File: config.mk
export PLATFORM = sky130hd
export DESIGN_NAME = butterfly_pipe
export DESIGN_NICKNAME = d
export VERILOG_FILES = /design/src/rtl/butterfly_pipe.sv
export SDC_FILE = /design/constraint.sdc
export NUM_CORES = 2
export LEC_CHECK = 0
export CAP_MARGIN = 20
export CORE_ASPECT_RATIO = 1.4
export CORE_MARGIN = 4
export CORE_UTILIZATION = 39
export DETAILED_ROUTE_END_ITERATION = 10
export GPL_TIMING_DRIVEN = 0
export HOLD_SLACK_MARGIN = 0.03
export PLACE_DENSITY_LB_ADDON = 0.2
export REMOVE_ABC_BUFFERS = 1
export SLEW_MARGIN = 20
export SYNTH_ARGS = -nofsm -noshare
export SYNTH_HDL_FRONTEND = slang
export SYNTH_SLANG_ARGS = --single-unit
File: constraint.sdc
create_clock -name clk -period 8.81 [get_ports clk]
set_input_delay 1.3215 -clock clk [delete_from_list [all_inputs] [get_ports clk]]
set_output_delay 1.3215 -clock clk [all_outputs]
set_load 0.05 [all_outputs]
File: src/rtl/butterfly_pipe.sv
// Three-stage radix-2 DIT butterfly: out1 = in1 + in2*w, out2 = in1 - in2*w,
// with valid/ready backpressure, half-up rounding, optional halving and saturation.
module butterfly_pipe #(
  parameter int DATA_WIDTH = 16,
  parameter int FRAC_BITS  = DATA_WIDTH / 2
) (
  input  logic                         clk,
  input  logic                         rst,
  input  logic                         in_valid,
  output logic                         in_ready,
  input  logic signed [DATA_WIDTH-1:0] in1_r,
  input  logic signed [DATA_WIDTH-1:0] in1_i,
  input  logic signed [DATA_WIDTH-1:0] in2_r,
  input  logic signed [DATA_WIDTH-1:0] in2_i,
  input  logic signed [DATA_WIDTH-1:0] w_r,
  input  logic signed [DATA_WIDTH-1:0] w_i,
  input  logic                         scale,
  output logic                         out_valid,
  input  logic                         out_ready,
  output logic signed [DATA_WIDTH-1:0] out1_r,
  output logic signed [DATA_WIDTH-1:0] out1_i,
  output logic signed [DATA_WIDTH-1:0] out2_r,
  output logic signed [DATA_WIDTH-1:0] out2_i,
  output logic                         ovf,
  input  logic                         ovf_clr
);

  localparam int W  = DATA_WIDTH;
  localparam int PW = 2 * DATA_WIDTH;
  localparam logic [PW:0] RND = (PW+1)'(1) << (FRAC_BITS - 1);

  logic adv;
  assign adv      = !out_valid || out_ready;
  assign in_ready = adv;

  // Stage 1: full-width products
  logic signed [PW-1:0] p_rr_q, p_ii_q, p_ri_q, p_ir_q;
  logic signed [W-1:0]  a1_r_q, a1_i_q;
  logic                 sc1_q, v1_q;

  always_ff @(posedge clk or posedge rst) begin
    if (rst) begin
      p_rr_q <= '0;
      p_ii_q <= '0;
      p_ri_q <= '0;
      p_ir_q <= '0;
      a1_r_q <= '0;
      a1_i_q <= '0;
      sc1_q  <= 1'b0;
      v1_q   <= 1'b0;
    end else if (adv) begin
      p_rr_q <= PW'(in2_r) * PW'(w_r);
      p_ii_q <= PW'(in2_i) * PW'(w_i);
      p_ri_q <= PW'(in2_r) * PW'(w_i);
      p_ir_q <= PW'(in2_i) * PW'(w_r);
      a1_r_q <= in1_r;
      a1_i_q <= in1_i;
      sc1_q  <= scale;
      v1_q   <= in_valid;
    end
  end

  // Stage 2: complex product, rounded half-up back to W+1 bits
  logic [PW:0]  tr_rnd, ti_rnd;
  logic [W:0]   t_r_d, t_i_d;
  logic [W:0]   t_r_q, t_i_q;
  logic signed [W-1:0] a2_r_q, a2_i_q;
  logic         sc2_q, v2_q;
  logic         unused_bits;

  always_comb begin
    tr_rnd = {p_rr_q[PW-1], p_rr_q} - {p_ii_q[PW-1], p_ii_q} + RND;
    ti_rnd = {p_ri_q[PW-1], p_ri_q} + {p_ir_q[PW-1], p_ir_q} + RND;
    // Slicing from FRAC_BITS up equals the arithmetic shift followed by truncation.
    t_r_d  = tr_rnd[FRAC_BITS+W:FRAC_BITS];
    t_i_d  = ti_rnd[FRAC_BITS+W:FRAC_BITS];
  end

  assign unused_bits = ^{tr_rnd[FRAC_BITS-1:0], tr_rnd[PW:FRAC_BITS+W+1],
                         ti_rnd[FRAC_BITS-1:0], ti_rnd[PW:FRAC_BITS+W+1]};

  always_ff @(posedge clk or posedge rst) begin
    if (rst) begin
      t_r_q  <= '0;
      t_i_q  <= '0;
      a2_r_q <= '0;
      a2_i_q <= '0;
      sc2_q  <= 1'b0;
      v2_q   <= 1'b0;
    end else if (adv) begin
      t_r_q  <= t_r_d;
      t_i_q  <= t_i_d;
      a2_r_q <= a1_r_q;
      a2_i_q <= a1_i_q;
      sc2_q  <= sc1_q;
      v2_q   <= v1_q;
    end
  end

  // Returns {clipped, value}: optional half-up halving, then saturation to W bits.
  function automatic logic [W:0] scale_sat(input logic signed [W+1:0] s, input logic sc);
    logic signed [W+1:0] v;
    v = sc ? ((s + (W+2)'(1)) >>> 1) : s;
    if (v[W+1:W-1] == '0 || v[W+1:W-1] == '1)
      scale_sat = {1'b0, v[W-1:0]};
    else
      scale_sat = {1'b1, v[W+1], {(W-1){~v[W+1]}}};
  endfunction

  // Stage 3: sums, scaling, saturation
  logic signed [W+1:0] s1r, s1i, s2r, s2i;
  logic [W:0]          f1r, f1i, f2r, f2i;
  logic                clip;

  always_comb begin
    s1r  = {{2{a2_r_q[W-1]}}, a2_r_q} + {t_r_q[W], t_r_q};
    s1i  = {{2{a2_i_q[W-1]}}, a2_i_q} + {t_i_q[W], t_i_q};
    s2r  = {{2{a2_r_q[W-1]}}, a2_r_q} - {t_r_q[W], t_r_q};
    s2i  = {{2{a2_i_q[W-1]}}, a2_i_q} - {t_i_q[W], t_i_q};
    f1r  = scale_sat(s1r, sc2_q);
    f1i  = scale_sat(s1i, sc2_q);
    f2r  = scale_sat(s2r, sc2_q);
    f2i  = scale_sat(s2i, sc2_q);
    clip = f1r[W] | f1i[W] | f2r[W] | f2i[W];
  end

  always_ff @(posedge clk or posedge rst) begin
    if (rst) begin
      out_valid <= 1'b0;
      out1_r    <= '0;
      out1_i    <= '0;
      out2_r    <= '0;
      out2_i    <= '0;
    end else if (adv) begin
      out_valid <= v2_q;
      if (v2_q) begin
        out1_r <= f1r[W-1:0];
        out1_i <= f1i[W-1:0];
        out2_r <= f2r[W-1:0];
        out2_i <= f2i[W-1:0];
      end
    end
  end

  always_ff @(posedge clk or posedge rst) begin
    if (rst)
      ovf <= 1'b0;
    else if (ovf_clr)
      ovf <= 1'b0;
    else if (adv && v2_q && clip)
      ovf <= 1'b1;
  end

endmodule
* Word level (Yosys, flattened, before mapping)
Cells that the tools add are included.
** Storage, ports and cells
- Flip-flop bits (word level) :: 268
- Logic and storage cells :: 71
** Cells by class
- $mul :: 4
- Add/sub/neg operators :: 12
- Reduce and logical (&&, ||, !) cells :: 14
- Bitwise operators :: 7
- Equality and inequality tests :: 4
- Multiplexer cells :: 10
** Operators by type and width (number)
- multiplier 16 x 16 -> 25 bit :: 4
- adder 18 x 2 -> 18 bit, second input constant :: 4
- two-way mux 18 bit :: 4
- two-way mux 17 bit :: 4
- adder 25 x 8 -> 25 bit, second input constant :: 2
- adder 16 x 17 -> 18 bit :: 2
- subtractor 16 x 17 -> 18 bit :: 2
- adder 25 bit :: 1
- subtractor 25 bit :: 1
- == test 3 bit, second input constant :: 4
- logical NOT 3 bit :: 4
- logical OR 1 bit :: 5
- NOT 1 bit :: 4
- bitwise OR 1 bit :: 3
- logical AND 1 bit :: 2
- two-way mux 1 bit :: 2
- AND reduction 2 bit :: 1
- nonzero test 2 bit :: 1
- logical NOT 1 bit :: 1

* Depth between registers and ports, before layout
- Word-level depth :: 12
- Depth in mapped cells :: 26

* Least setup slack after synthesis
OpenSTA, ideal clock, no wires.
- Path type :: input -> register
- Start :: input port in2_i[11]
- End :: register p_ir_q[24]
- Path buffers :: 2
- Data required time :: 8.673 ns
- Setup slack :: 1.409 ns
- Arrival time :: 7.264 ns
- Library setup time :: 0.137 ns
- Stages :: 22
- Cell sequence :: clkbuf_1 clkbuf_1 nand2_1 fa_1 fa_1 fa_1 inv_1 fa_1 fa_1 inv_1 fa_1 inv_1 ha_1 a21o_1 a21oi_1 o221ai_1 o41ai_1 o21ai_0 or4_1 a31oi_1 xnor2_1 a21oi_1
** Between the ends
- Word-level cells in the longest chain between the ends :: 1
** Ends and longest elaborated chain
- start: declaration :: RTL line 14 : input logic signed [DATA_WIDTH-1:0] in2_i,
- multiplier 16 x 16 -> 25 bit :: RTL line 55 : p_ir_q <= PW'(in2_i) * PW'(w_r);
- end signal: assignment :: RTL line 55
- end: declaration :: RTL line 37 : logic signed [PW-1:0] p_rr_q, p_ii_q, p_ri_q, p_ir_q;
No other way between the ends.
A chain may end at the register's enable or synchronous reset.

* Worst setup path in the final report
- Start :: input port w_r[15]
- End :: register p_ir_q[24]
** Between the ends
- Word-level cells in the longest chain between the ends :: 1
** Ends and longest elaborated chain
- start: declaration :: RTL line 15 : input logic signed [DATA_WIDTH-1:0] w_r,
- multiplier 16 x 16 -> 25 bit :: RTL line 55
No other way between the ends.

==> run_results.csv <==
group,metric,value,unit
floorplanning,die_width,311,um
setup_path,critPathCaptureType,"flop",
global_route,grt_max_degree,128,
floorplanning,rows,155,
clock_tree,cts_made_buffers,35,
finish,regArea,6710,sq um
global_route,antenna_found_initial,5,
clock_tree,clock_sinks,268,
logic_synthesis,synth_area_leader_cell,"fa_1",
placement,hpwl,100000,um
timing,max_slew_margin,28.9,%
logic_synthesis,synth_seq_cells,268,
floorplanning,ioPinCount,169,
route,post-route-drc-count,0,
route,ant_nets,0,
setup_path,crit_arrival,8.74,ns
logic_synthesis,synth_area,50100,sq um
logic_synthesis,ys_top_cells_by_area,"fa_1 (32%), dfrtp_1 (13%), ha_1 (11%)",
route,via_per_inst,5.05,
clock_tree,clk_latency,0.58,ns
route,vias,37800,
logic_synthesis,syn_avg_cell_area,8.56,sq um
worst_hold_path,holdCritPathClass,"flop to flop",
setup_path,reg2reg_slack,3.92,ns
finish,fill_cells,12800,
clock_tree,clock_path_buffers,3,
clock_tree,ctsHoldBuffers,0,
clock_tree,cts_tree,"done",
finish,drive_above_1_share,3.46,%
timing,worstMarginPinSlew,1.06,ns
route,finalWirelength,128000,um
finish,nets,7161,
timing,timing.fmax,120,MHz
setup_path,cp_data_required_time,9.23,ns
route,drt_iter0_markers,1882,
logic_synthesis,synth_top_area_share,31.8,%
global_route,grt_usage,19.6,%
global_route,grt_pass1_vias,39600,
route,routedWlPerCell,17.2,um
finish,fin_area,54600,sq um
clock_tree,cts_max_level,2,
logic_synthesis,yosysUniqueCellTypes,96,
timing,slew_violations,0,
timing,finClkSkew,0.0274,ns
clock_tree,root_buffer,"clkbuf_16",
timing,min_period_over_period,94.5,%
placement,portBuffers,168,
timing,hold_violations,0,
logic_synthesis,ys_warn_count,0,
timing,post-route-min-period,8.32,ns
logic_synthesis,yosysSeqAreaShare,13.4,%
setup_path,crit_type,"input port to flop",
logic_synthesis,synth_edf_count,0,
global_route,grt_pass1_wl,213000,um
floorplanning,die_h,432,um
run_status,outcome,"finished clean",
clock_tree,cts_setup_buffers,0,
setup_path,critPathMaxFanout,15,
floorplanning,core,128000,sq um
logic_synthesis,synth-async-reset-ratio,100,%
job,max_cap_viol_count,0,
timing,hold_ws,0.457,ns
clock_tree,post_cts_resized,0,
floorplanning,start_util,39.2,%
floorplanning,dieArea,134000,sq um
finish,multi_input_area,38100,sq um
global_route,gr-total-overflow,0,
route,firstDrtPassIters,5,
timing,rsz0062_at_grt,"false",
placement,routabilityCongestion,0.804,
placement,post_dp_cell_area,53400,sq um
finish,syn_to_final_growth,9.15,%
logic_synthesis,synthFlopType,"dfrtp_1",
timing,setup_violations,0,
setup_path,startpoint_type,"input port",
clock_tree,cts.reportedPaths.clkPinSlew,0.06,ns
logic_synthesis,syn_inst,5847,
final timing paths:
path	start	end	cells after the start
worst max-delay path	w_r[15]	p_ir_q[24]$_DFFE_PP0N_	18
worst min register to register	a1_i_q[11]$_DFFE_PP0N_	a2_i_q[11]$_DFFE_PP0N_	2
min in group asynchronous	rst	out_valid$_DFFE_PP0N_	2
max in group asynchronous	rst	p_rr_q[23]$_DFFE_PP0N_	3
worst max register to register	a2_i_q[0]$_DFFE_PP0N_	ovf$_DFFE_PP0P_	16
worst min-delay path	a1_i_q[11]$_DFFE_PP0N_	a2_i_q[11]$_DFFE_PP0N_	2
cell families after synthesis:
family	synth area share (%)
multiplexers	0.142
adder cells (fa/ha/maj)	43.3
AND/OR/NAND/NOR	18.3
buffers and inverters	10.6
AO/OA/AOI/OAI	10.1
flip-flops	13.4
XOR/XNOR	4.30
worst max-delay path: stages:
cell and delay [ns]:
clkdlybuf4s50_1 0.82, inv_1 1.00, nor2_1 0.15, fa_1 0.54, fa_1 0.45, fa_1 0.54, fa_1 0.44, fa_1 0.49
inv_1 0.05, fa_1 0.47, inv_1 0.04, ha_1 0.22, o41ai_1 0.74, o21ai_0 0.35, or4_1 0.49, a31oi_1 0.37
xnor2_1 0.17, a21oi_1 0.08
per-layer routing:
| metal | part of all wire (%) | global-route usage [%] | vias to the layer above |
|---|---|---|---|
| met2 | 51 | 35.5 | 675 |
| met4 | 3.6 | 6.15 | 6 |
| li1 | - | - | 18100 |
| met3 | 3.3 | 1.57 | 149 |
| met1 | 43 | 25.0 | 18900 |
| met5 | 0.025 | 0 | - |
metrics by stage:
stage	cells	setup slack (ns)	TNS, ns	util [%]
floorplan	5560	-5.08	-813.61	-
global placement	7376	-17.82	-4825.35	41.3
detailed placement	7416	-0.244	-0.244	41.9
CTS	7480	0.357	0	42.8
global route	7480	0.248	0	42.8
finish	7481	0.486	0	42.8
state kept, by name, indices dropped and copies added, names as in the netlist, 17 cells and up:
name and count:
t_i_q 17, t_r_q 17, p_ir_q 25, p_ii_q 25, p_rr_q 25, p_ri_q 25
layout by cell type, fill, tap and decap left out, types with 16 or more instances in the layout:
master	netlist	final
a211oi_1	23	23
a21o_1	38	38
a21oi_1	244	244
a31oi_1	37	36
and2_1	510	509
and3_1	23	23
buf_12	0	23
buf_16	0	17
buf_2	15	56
clkbuf_16	0	36
clkdlybuf4s50_1	0	112
dfrtp_1	268	267
fa_1	796	796
ha_1	458	458
inv_1	1114	1112
nand2_1	822	821
nand2b_1	48	48
nand3_1	56	56
nor2_1	249	249
nor2b_1	28	27
nor3_1	61	61
o211ai_1	24	24
o21a_1	38	38
o21ai_0	155	155
o21ai_1	18	17
o21bai_1	31	31
o22a_1	16	16
o31ai_1	26	26
or3_1	19	19
xnor2_1	165	165
xor2_1	79	79
cells in the mapped netlist (10+ instances only):
| cell type | n |
|---|---|
| inv_1 | 1114 |
| nand2_1 | 822 |
| fa_1 | 796 |
| and2_1 | 510 |
| ha_1 | 458 |
| dfrtp_1 | 268 |
| clkbuf_1 | 262 |
| nor2_1 | 249 |
| a21oi_1 | 244 |
| xnor2_1 | 165 |
| o21ai_0 | 155 |
| xor2_1 | 79 |
| nor3_1 | 61 |
| nand3_1 | 56 |
| nand2b_1 | 48 |
| a21o_1 | 38 |
| o21a_1 | 38 |
| a31oi_1 | 37 |
| o21bai_1 | 31 |
| nor2b_1 | 28 |
| o31ai_1 | 26 |
| o211ai_1 | 24 |
| a211oi_1 | 23 |
| and3_1 | 23 |
| or3_1 | 19 |
| o21ai_1 | 18 |
| o22a_1 | 16 |
| buf_2 | 15 |
| nand4_1 | 10 |
| or4_1 | 10 |
area by class of cell:
class / instances / share of cell area (%)
repair buffers: 208 / 4.26
flip-flops and latches: 268 / 12.3
clock inverters: 18 / 0.458
multi-input cells: 4175 / 69.7
diodes: 1 / 0.00458
well taps: 1648 / 3.77
clock buffers: 46 / 1.83
inverters: 1117 / 7.70
Power is left out: the tool's default activity adds up to more than one toggle a clock period on the data nets, which glitch-free logic cannot reach.
